==> config.mk <==
export PLATFORM = sky130hd
export DESIGN_NAME = bcd_serial_adder_ctrl_flat
export DESIGN_NICKNAME = d
export VERILOG_FILES = /design/src/rtl/bcd_pkg.sv /design/src/rtl/bcd_serial_adder_ctrl_if.sv /design/src/rtl/bcd_digit_add.sv /design/src/rtl/bcd_serial_adder_ctrl.sv /design/src/flat_wrapper.sv
export SDC_FILE = /design/constraint.sdc
export NUM_CORES = 1
export LEC_CHECK = 0
export CORE_MARGIN = 5
export CORE_UTILIZATION = 46
export DETAILED_ROUTE_END_ITERATION = 8
export GPL_ROUTABILITY_DRIVEN = 1
export GPL_TIMING_DRIVEN = 0
export HOLD_SLACK_MARGIN = 0.15
export PLACE_DENSITY_LB_ADDON = 0.15
export SYNTH_ARGS = -nofsm -noshare
export SYNTH_HDL_FRONTEND = slang
export SYNTH_HIERARCHICAL = 1
export SYNTH_SLANG_ARGS = --single-unit
export TNS_END_PERCENT = 10
==> constraint.sdc <==
create_clock -name clk -period 3.9 [get_ports clk]
set_input_delay 0.39 -clock clk [delete_from_list [all_inputs] [get_ports clk]]
set_output_delay 0.39 -clock clk [all_outputs]
set_load 0.03 [all_outputs]
==> src/rtl/bcd_pkg.sv <==
// Shared types and constants for the serial BCD adder controller.
package bcd_pkg;

  localparam int unsigned DIGIT_W  = 4;
  localparam int unsigned BCD_MAX  = 9;
  localparam int unsigned BCD_CORR = 6;

  typedef enum logic [1:0] {
    StIdle,
    StRun,
    StDone
  } state_e;

endpackage

==> src/rtl/bcd_serial_adder_ctrl_if.sv <==
// Host-side start/done handshake and operand/result bus of the serial BCD adder.
interface bcd_serial_adder_ctrl_if #(
    parameter int unsigned DIGITS = 4
) ();
    logic                  start;
    logic [4*DIGITS-1:0]   a;
    logic [4*DIGITS-1:0]   b;
    logic                  cin;
    logic                  ready;
    logic                  busy;
    logic                  done;
    logic [4*DIGITS-1:0]   s;
    logic                  cout;
    logic                  err;

    modport master (
        output start, a, b, cin,
        input  ready, busy, done, s, cout, err
    );

    modport slave (
        input  start, a, b, cin,
        output ready, busy, done, s, cout, err
    );
endinterface

==> src/rtl/bcd_digit_add.sv <==
// Combinational single-digit BCD adder; invalid input digits still give a defined result.
module bcd_digit_add
    import bcd_pkg::*;
(
    input  logic [DIGIT_W-1:0] x,
    input  logic [DIGIT_W-1:0] y,
    input  logic               ci,
    output logic [DIGIT_W-1:0] d,
    output logic               co,
    output logic               bad
);
    logic [DIGIT_W:0] t;

    always_comb begin
        t   = {1'b0, x} + {1'b0, y} + {{DIGIT_W{1'b0}}, ci};
        d   = t[DIGIT_W-1:0];
        co  = 1'b0;
        if (t > (DIGIT_W+1)'(BCD_MAX)) begin
            // Decimal correction wraps mod 16, dropping the binary carry.
            d  = t[DIGIT_W-1:0] + DIGIT_W'(BCD_CORR);
            co = 1'b1;
        end
        bad = (x > DIGIT_W'(BCD_MAX)) | (y > DIGIT_W'(BCD_MAX));
    end
endmodule

==> src/rtl/bcd_serial_adder_ctrl.sv <==
// Multi-digit BCD adder: one shared digit stage, LSD first, one digit per clock.
module bcd_serial_adder_ctrl
    import bcd_pkg::*;
#(
    parameter int unsigned DIGITS = 4
) (
    input  logic                    clk,
    input  logic                    rst,
    bcd_serial_adder_ctrl_if.slave  bus
);
    localparam int unsigned IDXW = (DIGITS > 1) ? $clog2(DIGITS) : 1;
    localparam int unsigned W    = DIGIT_W * DIGITS;

    state_e            state_q;
    logic [W-1:0]      a_q, b_q, s_q;
    logic [IDXW-1:0]   idx_q;
    logic              carry_q, cout_q, err_q;
    logic              ready_q, busy_q, done_q;

    logic [DIGIT_W-1:0] dig_x, dig_y, dig_d;
    logic               dig_co, dig_bad;

    assign dig_x = a_q[idx_q*DIGIT_W +: DIGIT_W];
    assign dig_y = b_q[idx_q*DIGIT_W +: DIGIT_W];

    bcd_digit_add u_digit (
        .x   (dig_x),
        .y   (dig_y),
        .ci  (carry_q),
        .d   (dig_d),
        .co  (dig_co),
        .bad (dig_bad)
    );

    always_ff @(posedge clk) begin
        if (rst) begin
            state_q <= StIdle;
            a_q     <= '0;
            b_q     <= '0;
            s_q     <= '0;
            idx_q   <= '0;
            carry_q <= 1'b0;
            cout_q  <= 1'b0;
            err_q   <= 1'b0;
            ready_q <= 1'b1;
            busy_q  <= 1'b0;
            done_q  <= 1'b0;
        end else begin
            unique case (state_q)
                StIdle: begin
                    if (bus.start) begin
                        a_q     <= bus.a;
                        b_q     <= bus.b;
                        carry_q <= bus.cin;
                        idx_q   <= '0;
                        s_q     <= '0;
                        cout_q  <= 1'b0;
                        err_q   <= 1'b0;
                        ready_q <= 1'b0;
                        busy_q  <= 1'b1;
                        state_q <= StRun;
                    end
                end
                StRun: begin
                    s_q[idx_q*DIGIT_W +: DIGIT_W] <= dig_d;
                    carry_q <= dig_co;
                    idx_q   <= idx_q + 1'b1;
                    err_q   <= err_q | dig_bad;
                    if (idx_q == IDXW'(DIGITS - 1)) begin
                        cout_q  <= dig_co;
                        busy_q  <= 1'b0;
                        done_q  <= 1'b1;
                        state_q <= StDone;
                    end
                end
                StDone: begin
                    done_q  <= 1'b0;
                    ready_q <= 1'b1;
                    state_q <= StIdle;
                end
                default: begin
                    busy_q  <= 1'b0;
                    done_q  <= 1'b0;
                    ready_q <= 1'b1;
                    state_q <= StIdle;
                end
            endcase
        end
    end

    assign bus.ready = ready_q;
    assign bus.busy  = busy_q;
    assign bus.done  = done_q;
    assign bus.s     = s_q;
    assign bus.cout  = cout_q;
    assign bus.err   = err_q;
endmodule

==> src/flat_wrapper.sv <==
// flat-port wrapper written by rule: the top's interface ports become plain ports
module bcd_serial_adder_ctrl_flat import bcd_pkg::*;
#(
    parameter int unsigned DIGITS = 4
)
  (clk, rst, bus_start, bus_a, bus_b, bus_cin, bus_ready, bus_busy, bus_done, bus_s, bus_cout, bus_err);
  bcd_serial_adder_ctrl_if #(.DIGITS(DIGITS)) bus_i ();
  input  logic clk;
  input  logic rst;
  input wire logic [$bits(bus_i.start)-1:0] bus_start;
  input wire logic [$bits(bus_i.a)-1:0] bus_a;
  input wire logic [$bits(bus_i.b)-1:0] bus_b;
  input wire logic [$bits(bus_i.cin)-1:0] bus_cin;
  output wire logic [$bits(bus_i.ready)-1:0] bus_ready;
  output wire logic [$bits(bus_i.busy)-1:0] bus_busy;
  output wire logic [$bits(bus_i.done)-1:0] bus_done;
  output wire logic [$bits(bus_i.s)-1:0] bus_s;
  output wire logic [$bits(bus_i.cout)-1:0] bus_cout;
  output wire logic [$bits(bus_i.err)-1:0] bus_err;
  assign bus_i.start = bus_start;
  assign bus_i.a = bus_a;
  assign bus_i.b = bus_b;
  assign bus_i.cin = bus_cin;
  assign bus_ready = bus_i.ready;
  assign bus_busy = bus_i.busy;
  assign bus_done = bus_i.done;
  assign bus_s = bus_i.s;
  assign bus_cout = bus_i.cout;
  assign bus_err = bus_i.err;
  bcd_serial_adder_ctrl #(.DIGITS(DIGITS)) u_core (.clk(clk), .rst(rst), .bus(bus_i));
endmodule
* Word-level counts from Yosys, hierarchy flattened *
Index checks and enable logic that the tools add are counted.

storage, ports and cells
  flip-flop bits (word level) = 58
  bits of input ports = 36
  output and inout port bits = 21
  word-level logic and storage cells = 64

operators by class
  add/subtract/negate cells = 5
  magnitude comparators = 3
  equal/unequal tests = 5
  shift operators = 4
  mux-type cells = 22
  bitwise gates (word level) = 5
  reductions and logical operators = 9

operators with widths
  cell                       count
  $neg A4 Y34                1
  $shift A4 B34 Y16 const A  1
  $shiftx A4 B34 Y16         1
  $pmux W16 S2               1
  $shiftx A16 B5 Y4          2
  $bwmux W16                 1
  $mux W16                   1
  $pmux W1 S2                5
  $reduce_and A2 Y1          5
  $gt A4 B4 Y1 const B       2
  $pmux W2 S2                2
  $mux W1                    7
  $mux W2                    3
  $reduce_and A3 Y1          2
  $add A4 B4 Y5              1
  $add A5 B1 Y5              1
  $gt A5 B4 Y1 const B       1
  $add A4 B3 Y4 const B      1
  $eq A2 B2 Y1 const B       2
  $mux W4                    1
  $not A1 Y1                 3
  $pmux W1 S3                1
  $add A2 B1 Y2 const B      1
  $eq A2 B1 Y1 const B       1
  other kinds (5)            6

* Longest topological paths before layout *
Gate-level depths: netlist of run 1.

  depth in word-level cells = 8
  gate-level depth with buffers = 11
  mapped depth without buffers = 10

* Modules after synthesis *
Netlist of run 1, hierarchy kept.

by module, submodules not included
  module                 instances  cells each  area each (um2)  seq. area each (um2)
  bcd_serial_adder_ctrl  1          256         2,514.9          1,161.1
  bcd_digit_add          1          25          225.2            0.0

* Worst setup path after synthesis of run 1 *
OpenSTA, ideal clock, no wires.

  path type = flip-flop to flip-flop
  start = register u_core.idx_q[0]
  end = register u_core.s_q[14], in the netlist u_core/bus.s[14]
  library setup time = 0.061 ns
  data arrival time = 3.564 ns
  required time = 3.839 ns
  slack = 0.275 ns
  stages on the path, launching flop included = 12
  buffers on the path = 1
  period minus slack after synthesis = 3.625 ns
  cell sequence = dfxtp_1 buf_4 mux4_2 fa_1 fa_1 xnor2_1 ha_1 a31o_1 o31ai_4 mux2i_1 nor2b_1 a32o_1

between the ends
  word-level cells in the longest chain between the ends = 8
  elaborated cells on any way between the ends = 12
  classes of those cells = 4 x add/sub; 1 x order compare; 4 x shift; 3 x mux

ends and longest elaborated chain
  item                                           RTL line                                  RTL
  from (decl)                                    bcd_serial_adder_ctrl.sv:16               logic [IDXW-1:0] idx_q;
  from (signal assigned)                         bcd_serial_adder_ctrl.sv:67               idx_q <= idx_q + 1'b1;
  $shiftx A16 B5 Y4 (*)                          bcd_serial_adder_ctrl.sv:24               assign dig_y = b_q[idx_q*DIGIT_W +: DIGIT_W];
  via u_core.dig_y[0]                            bcd_serial_adder_ctrl.sv:20               logic [DIGIT_W-1:0] dig_x, dig_y, dig_d;
  $add A4 B4 Y5 (*)                              bcd_digit_add.sv:15                       t = {1'b0, x} + {1'b0, y} + {{DIGIT_W{1'b0}}, ci};
  $add A5 B1 Y5 (*)                              bcd_digit_add.sv:15
  $add A4 B3 Y4 or $gt A5 B4 Y1 (tied branches)  bcd_digit_add.sv:20, bcd_digit_add.sv:18
  $mux W4 (*)                                    bcd_digit_add.sv:18                       if (t > (DIGIT_W+1)'(BCD_MAX)) begin
  via u_core.dig_d[2]                            bcd_serial_adder_ctrl.sv:20
  $shiftx A4 B34 Y16 (*)                         bcd_serial_adder_ctrl.sv:65               s_q[idx_q*DIGIT_W +: DIGIT_W] <= dig_d;
  $bwmux W16 (*)                                 bcd_serial_adder_ctrl.sv:65
  $pmux W16 S2 (*)                               bcd_serial_adder_ctrl.sv:49               unique case (state_q)
  to (signal, indexed assignment)                bcd_serial_adder_ctrl.sv:65
  to (decl)                                      bcd_serial_adder_ctrl.sv:15               logic [W-1:0] a_q, b_q, s_q;

The timed path passes the listed nets; every way through them passes the cells marked *.
A chain may end at the register's enable or synchronous reset.

* Final worst setup path of run 1 *
  start = register u_core.idx_q[0]
  end = register u_core.s_q[11], in the netlist u_core/bus.s[11]

Same word-level chain as after synthesis.

==> results.cfg, run 1 <==
[floorplan]
die_area_um2 = 7600
dieHeight_um = 87.2
initial_core_util_pct = 46.8
rows = 28
dieWidth_um = 87.2
core_um2 = 5850
num_io_pins = 57

[min_path]
holdPathStages = 2
min_path_type = reg -> reg
holdPathEnd = u_core/b_q[12]$_SDFFE_PP0P_
hp-start = u_core/b_q[12]$_SDFFE_PP0P_

[global_route]
grt_pass1_vias = 2233
grt_start_max_net_pins = 11
antenna_found_initial = 0
grt_use_total_pct = 18.5
grt_first_pass_wirelength_mm = 10.7
overflow = 0

[cts]
clk_latency_ns = 0.32
cts.sinks = 58
cts_max_path_buffers = 2
cts_tree = built
cts_root_buffer = clkbuf_8
ctsHoldBuffers = 0
post_cts_buffers = 0
cts_made_buffers = 9
htreeDepth = 3
clkTransAtPathRegs_ns = 0.06

[sta]
min_period_ns = 3.73
finalCritPeriodShare_pct = 95.6
tightestPinTransition_ns = 0.570
finalHoldViolCount = 0
slew_violations = 0
fin_skew_ns = 0.00420
slew_headroom_pct = 62.0
rsz0062_at_grt = no
setup_viol = 0
fmax_ghz = 0.268

[yosys]
ys_ff_latch = 58
synth_area_um2 = 2740
synth_cells = 281
syn-num-nets = 329
yosysMostFrequentCell = nand2_1
yosys_warnings = 6
avgSynthCellArea_um2 = 9.75
synth-main-ff-cell = dfxtp_1
synth_top_area_share_pct = 42.4
synthTopCellsByArea = dfxtp_1 42%, nand2_1 9.3%, a21oi_1 8.2%, mux4_2 6.6%, a22o_1 4.8%
yosys.area.top_type = dfxtp_1
yosysSeqAreaShare_pct = 42.4
synth_enable_flop_cells = 0
synth_commonest_cells = 68 x nand2_1, 58 x dfxtp_1, 45 x a21oi_1
ys_async_sr_fraction_pct = 0
ys_types = 39

[place]
dpl_cell_area_um2 = 3390
port_buffers = 56
place_inst = 412
dpl.hpwl_mm = 4.84
gp_congestion = 0.744

[drt]
detail_route.wl_per_cell_um = 15.1
drtPass1Iterations = 4
dr_total_vias = 2229
drc = 0
routed_wl_mm = 6.43
vias_per_cell = 5.23
dr.first_iter.drc_count = 68
final_antenna_net_count = 0

[layout]
fill_cells = 517
final_area_um2 = 3600
drive_above_1_share_pct = 15.4
syn_to_final_growth_pct = 31.6
finalNetCount = 396
stdcell_count = 426
diodes = 0
final_util_pct = 61.6

[worst_setup_path]
cpPeakStageDelay_ns = 0.55
reg2reg_depth = 11
crit_fanout = 10
endpoint_kind = register
startpoint_type = register
r2r_end = u_core/bus.s[11]$_SDFFE_PP0P_
cp.required_ns = 4.12
crit_chain = buf_8 > mux4_2 > fa_1 > fa_1 > xnor2_1 > ha_1 > a31o_1 > a2111oi_1 > nor2b_1 > nor2b_1 > a22o_1
reg2reg_setup_slack_ns = 0.17
crit_path_top_delay_cell = mux4_2
worst-setup-path-type = reg -> reg
cp_data_arrival_time_ns = 3.95
r2r-start = u_core/idx_q[0]$_SDFFE_PP0P_
crit_family = adder cells
cp.buffers_inverters = 1

[outcome]
outcome = finished, final reports clean

[flow_run]
drv_cap = 0

[power_and_ir_drop]
leakage_nw = 1.40
ir_drop_uv = 272
power_per_cell_area_nw_per_um2 = 399
## worst min-delay path, stage by stage, from the launching register on
cell,delay (ns)
dfxtp_1,0.31
nand2_1,0.05
a21oi_1,0.05
## flip-flops by register name, indices dropped and copies added, names as in the netlist
register,count
u_core/a_q,16
u_core/b_q,16
u_core/bus.s,16
u_core/idx_q,2
u_core/state_q,2
u_core/bus.busy,1
u_core/bus.cout,1
u_core/bus.done,1
u_core/bus.err,1
u_core/bus.ready,1
u_core/carry_q,1
## kinds of logic (layout without fill, tap and decap cells)
kind of cell | after synthesis | in the layout | share of synthesized area [%]
flops | 58 | 58 | 42.4
simple gates | 95 | 95 | 18.1
buf+inv | 26 | 96 | 6.39
xor+xnor | 2 | 2 | 0.639
mux | 13 | 13 | 8.58
compound gates | 75 | 75 | 17.9
fa+ha+maj | 12 | 12 | 6.03
## per-layer routing
metal  wire length [µm]  track usage (%)  up-vias
met1               2890             23.5     1067
met3                341             6.43        2
li1                   -                -     1112
met2               3170             30.4       48
met5                  0                0        -
met4                 29             4.18        0
## report_power, final
part,switching [mW],total (mW),leakage (nW),internal (mW)
clock,0.219,0.539,0.101,0.320
combinational,0.132,0.262,0.825,0.130
sequential,0.0165,0.637,0.474,0.620
## layout make-up
class / instances / area, µm² / share of cell area (%)
clock inverters: 3 / 40.0 / 1.11
inverters: 10 / 37.5 / 1.04
repair buffers: 56 / 561 / 15.6
well taps: 75 / 93.8 / 2.60
multi-input cells: 197 / 1410 / 39.1
clock buffers: 11 / 151 / 4.20
flip-flops and latches: 58 / 1160 / 32.3
plain buffers: 16 / 146 / 4.06
## stage by stage
step	power [mW]	setup TNS [ns]	setup WS, ns	hold WS (ns)
finish	1.44	0	0.172	0.454
global route	1.51	0	0.0174	0.469
CTS	1.45	0	0.0490	0.455
detailed placement	0.909	-1.03	-0.159	0.446
global placement	0.904	-0.703	-0.144	0.441
floorplan	0.821	0	0.275	0.433
## worst max-delay path by stage
stage / from / end / slack, ns / cells past startpoint
after global placement: u_core/idx_q[0]$_SDFFE_PP0P_ / u_core/bus.s[14]$_SDFFE_PP0P_ / -0.14 / 11
after CTS: u_core/idx_q[0]$_SDFFE_PP0P_ / u_core/bus.s[14]$_SDFFE_PP0P_ / 0.05 / 11
after global routing: u_core/idx_q[0]$_SDFFE_PP0P_ / u_core/bus.s[11]$_SDFFE_PP0P_ / 0.02 / 11
after detailed placement: u_core/idx_q[0]$_SDFFE_PP0P_ / u_core/bus.s[14]$_SDFFE_PP0P_ / -0.16 / 11
after floorplan: u_core/idx_q[0]$_SDFFE_PP0P_ / u_core/bus.s[14]$_SDFFE_PP0P_ / 0.28 / 11
final: u_core/idx_q[0]$_SDFFE_PP0P_ / u_core/bus.s[11]$_SDFFE_PP0P_ / 0.17 / 11
## placed cells by master (no fill, tap or decap), drive strengths merged, types with 2 or more instances in the layout
cell	netlist	layout
a21oi	48	48
a22o	15	15
buf	11	11
clkbuf	5	16
clkdlybuf4s50	0	56
clkinv	0	2
dfxtp	58	58
fa	2	2
ha	10	10
inv	10	10
mux2	4	4
mux4	8	8
nand2	68	68
nand3	4	4
nand3b	3	3
nor2	4	4
nor2b	7	7
nor3	2	2
nor3b	2	2
nor4b	3	3
o21ai	2	2
o21bai	3	3
xnor2	2	2
## repair_timing
action / CTS / global route
pin swaps: 0 / 1
setup endpoints to repair: 12 / 12
gates resized for setup: 5 / 3
No activity file was read; power rests on OpenSTA's default activity.
==> run 2: changes to the inputs <==
- SETUP_SLACK_MARGIN: not set -> 0.2
- SLEW_MARGIN: not set -> 20
==> run 2 against run 1 <==
  * Combinational power increased by 5%
  * Worst hold slack better by 0.0019 ns
  * Clock skew down 0.00082 ns
  * Clock power is essentially flat
  * Sequential power hardly changed
  * First-iteration DRC count fell by 1.5%
  * Worst setup slack gained 0.16 ns
  * Clock-buffer cell count did not move
  * Register-to-register slack better by 0.16 ns
==> results.cfg, run 2 (synthesis results as in run 1) <==
[cts]
cts_made_buffers = 9
cts_max_path_buffers = 2
clk_latency_ns = 0.33
cts_tree = built
ctsHoldBuffers = 0
htreeDepth = 3
cts.sinks = 58
cts_root_buffer = clkbuf_8
clkTransAtPathRegs_ns = 0.06

[sta]
rsz0062_at_grt = no
slew_headroom_pct = 61.1
slew_violations = 0
fmax_ghz = 0.280
setup_viol = 0
tightestPinTransition_ns = 0.584
holdWs_ns = 0.455
fin_setup_tns_ns = 0
min_period_ns = 3.57
worst_slack_ns = 0.334
fin_skew_ns = 0.00337
finalHoldViolCount = 0
finalCritPeriodShare_pct = 91.4

[min_path]
hp-start = u_core/b_q[12]$_SDFFE_PP0P_
min_path_type = reg -> reg

[worst_setup_path]
crit_fanout = 10
endpoint = u_core/bus.s[14]$_SDFFE_PP0P_
endpoint_kind = register
cp_data_arrival_time_ns = 3.84
cp.required_ns = 4.18
startpoint = u_core/idx_q[0]$_SDFFE_PP0P_
startpoint_type = register
r2r_end = u_core/bus.s[14]$_SDFFE_PP0P_
worst-setup-path-type = reg -> reg
reg2reg_setup_slack_ns = 0.33
r2r-start = u_core/idx_q[0]$_SDFFE_PP0P_
reg2reg_depth = 11

[global_route]
grt_pass1_vias = 2233
grt_first_pass_wirelength_mm = 10.7
grt_use_total_pct = 18.5
overflow = 0
grt_start_max_net_pins = 11
antenna_found_initial = 0

[layout]
diodes = 0
final_util_pct = 62.1
drive_above_1_share_pct = 16.8
final_cell_mix = 68 x nand2_1, 57 x dfxtp_1, 56 x clkdlybuf4s50_1
syn_to_final_growth_pct = 32.6
finalNetCount = 397
fill_cells = 514
layout_commonest_cell = nand2_1

[drt]
topRoutingLayerUsed = met4
drtPass1Iterations = 4
dr_total_vias = 2242
detail_route.wl_per_cell_um = 15.3
final_antenna_net_count = 0
vias_per_cell = 5.25
met2WireLength_mm = 3.18
drc = 0
wl_met3_um = 372
routed_wl_mm = 6.54
wl_met1_mm = 2.94
dr.first_iter.drc_count = 67

[outcome]
outcome = finished, final reports clean

[place]
place_ws_ns = -0.159
gp_congestion = 0.744
port_buffers = 56
dpl.hpwl_mm = 4.84

[power_and_ir_drop]
finalPower_mw = 1.45
leakage_nw = 1.40
power_per_cell_area_nw_per_um2 = 400
ir_drop_uv = 274

[floorplan]
num_io_pins = 57
dieHeight_um = 87.2
rows = 28
dieWidth_um = 87.2
initial_core_util_pct = 46.8
core_um2 = 5850
die_area_um2 = 7600

[flow_run]
drv_cap = 0
run 2: changes by cell type in the layout (fill, tap and decap cells not counted), sizes merged:
cell	delta
buf	+1
run 2: how the worst min path moves through the flow:
stage	cells after the start	end	slack [ns]
floorplan	2	u_core/a_q[10]$_SDFFE_PP0P_	0.43
global placement	2	u_core/b_q[2]$_SDFFE_PP0P_	0.44
detailed placement	2	u_core/a_q[13]$_SDFFE_PP0P_	0.45
CTS	2	u_core/a_q[13]$_SDFFE_PP0P_	0.45
global route	2	u_core/b_q[9]$_SDFFE_PP0P_	0.47
finish	2	u_core/b_q[12]$_SDFFE_PP0P_	0.46
run 2: cell type report:
class	instances	area (µm²)	area share, %
plain buffers	16	151	4.17
clock buffers	11	151	4.17
clock inverters	3	40.0	1.10
inverters	10	37.5	1.03
multi-input cells	197	1430	39.3
flip-flops and latches	58	1160	32.0
well taps	75	93.8	2.58
repair buffers	57	568	15.6
run 2: worst max-delay path, cell delays in order (launching register included):
cell and delay [ns]:
dfxtp_4 0.40, buf_12 0.16, mux4_2 0.55, fa_2 0.43, fa_2 0.53, inv_1 0.07, ha_2 0.19, a31o_1 0.24
o31ai_4 0.33, mux2i_1 0.23, nor2b_4 0.21, a32o_1 0.17
run 2: where the power goes:
| part | switching (mW) | internal, mW | leakage [nW] |
|---|---|---|---|
| registers | 0.0168 | 0.620 | 0.474 |
| logic | 0.137 | 0.137 | 0.829 |
| clock network | 0.222 | 0.320 | 0.101 |
| total | 0.376 | 1.08 | 1.40 |
run 2: metrics by stage:
stage	area, µm²	instances
floorplan	2740	281
global placement	3390	412
detailed placement	3390	412
CTS	3610	426
global route	3630	427
finish	3630	427
run 2: metal layers:
layer | vias to the layer above | GRT usage (%)
met5 | - | 0
met4 | 0 | 4.18
met3 | 4 | 6.43
met2 | 46 | 30.4
met1 | 1077 | 23.5
li1 | 1115 | -
run 2: repair_timing:
item,in CTS,in global routing
pin swaps,1,1
resized for setup,9,5
gates cloned,0,0
buffers inserted,0,1
setup endpoints to repair,12,12
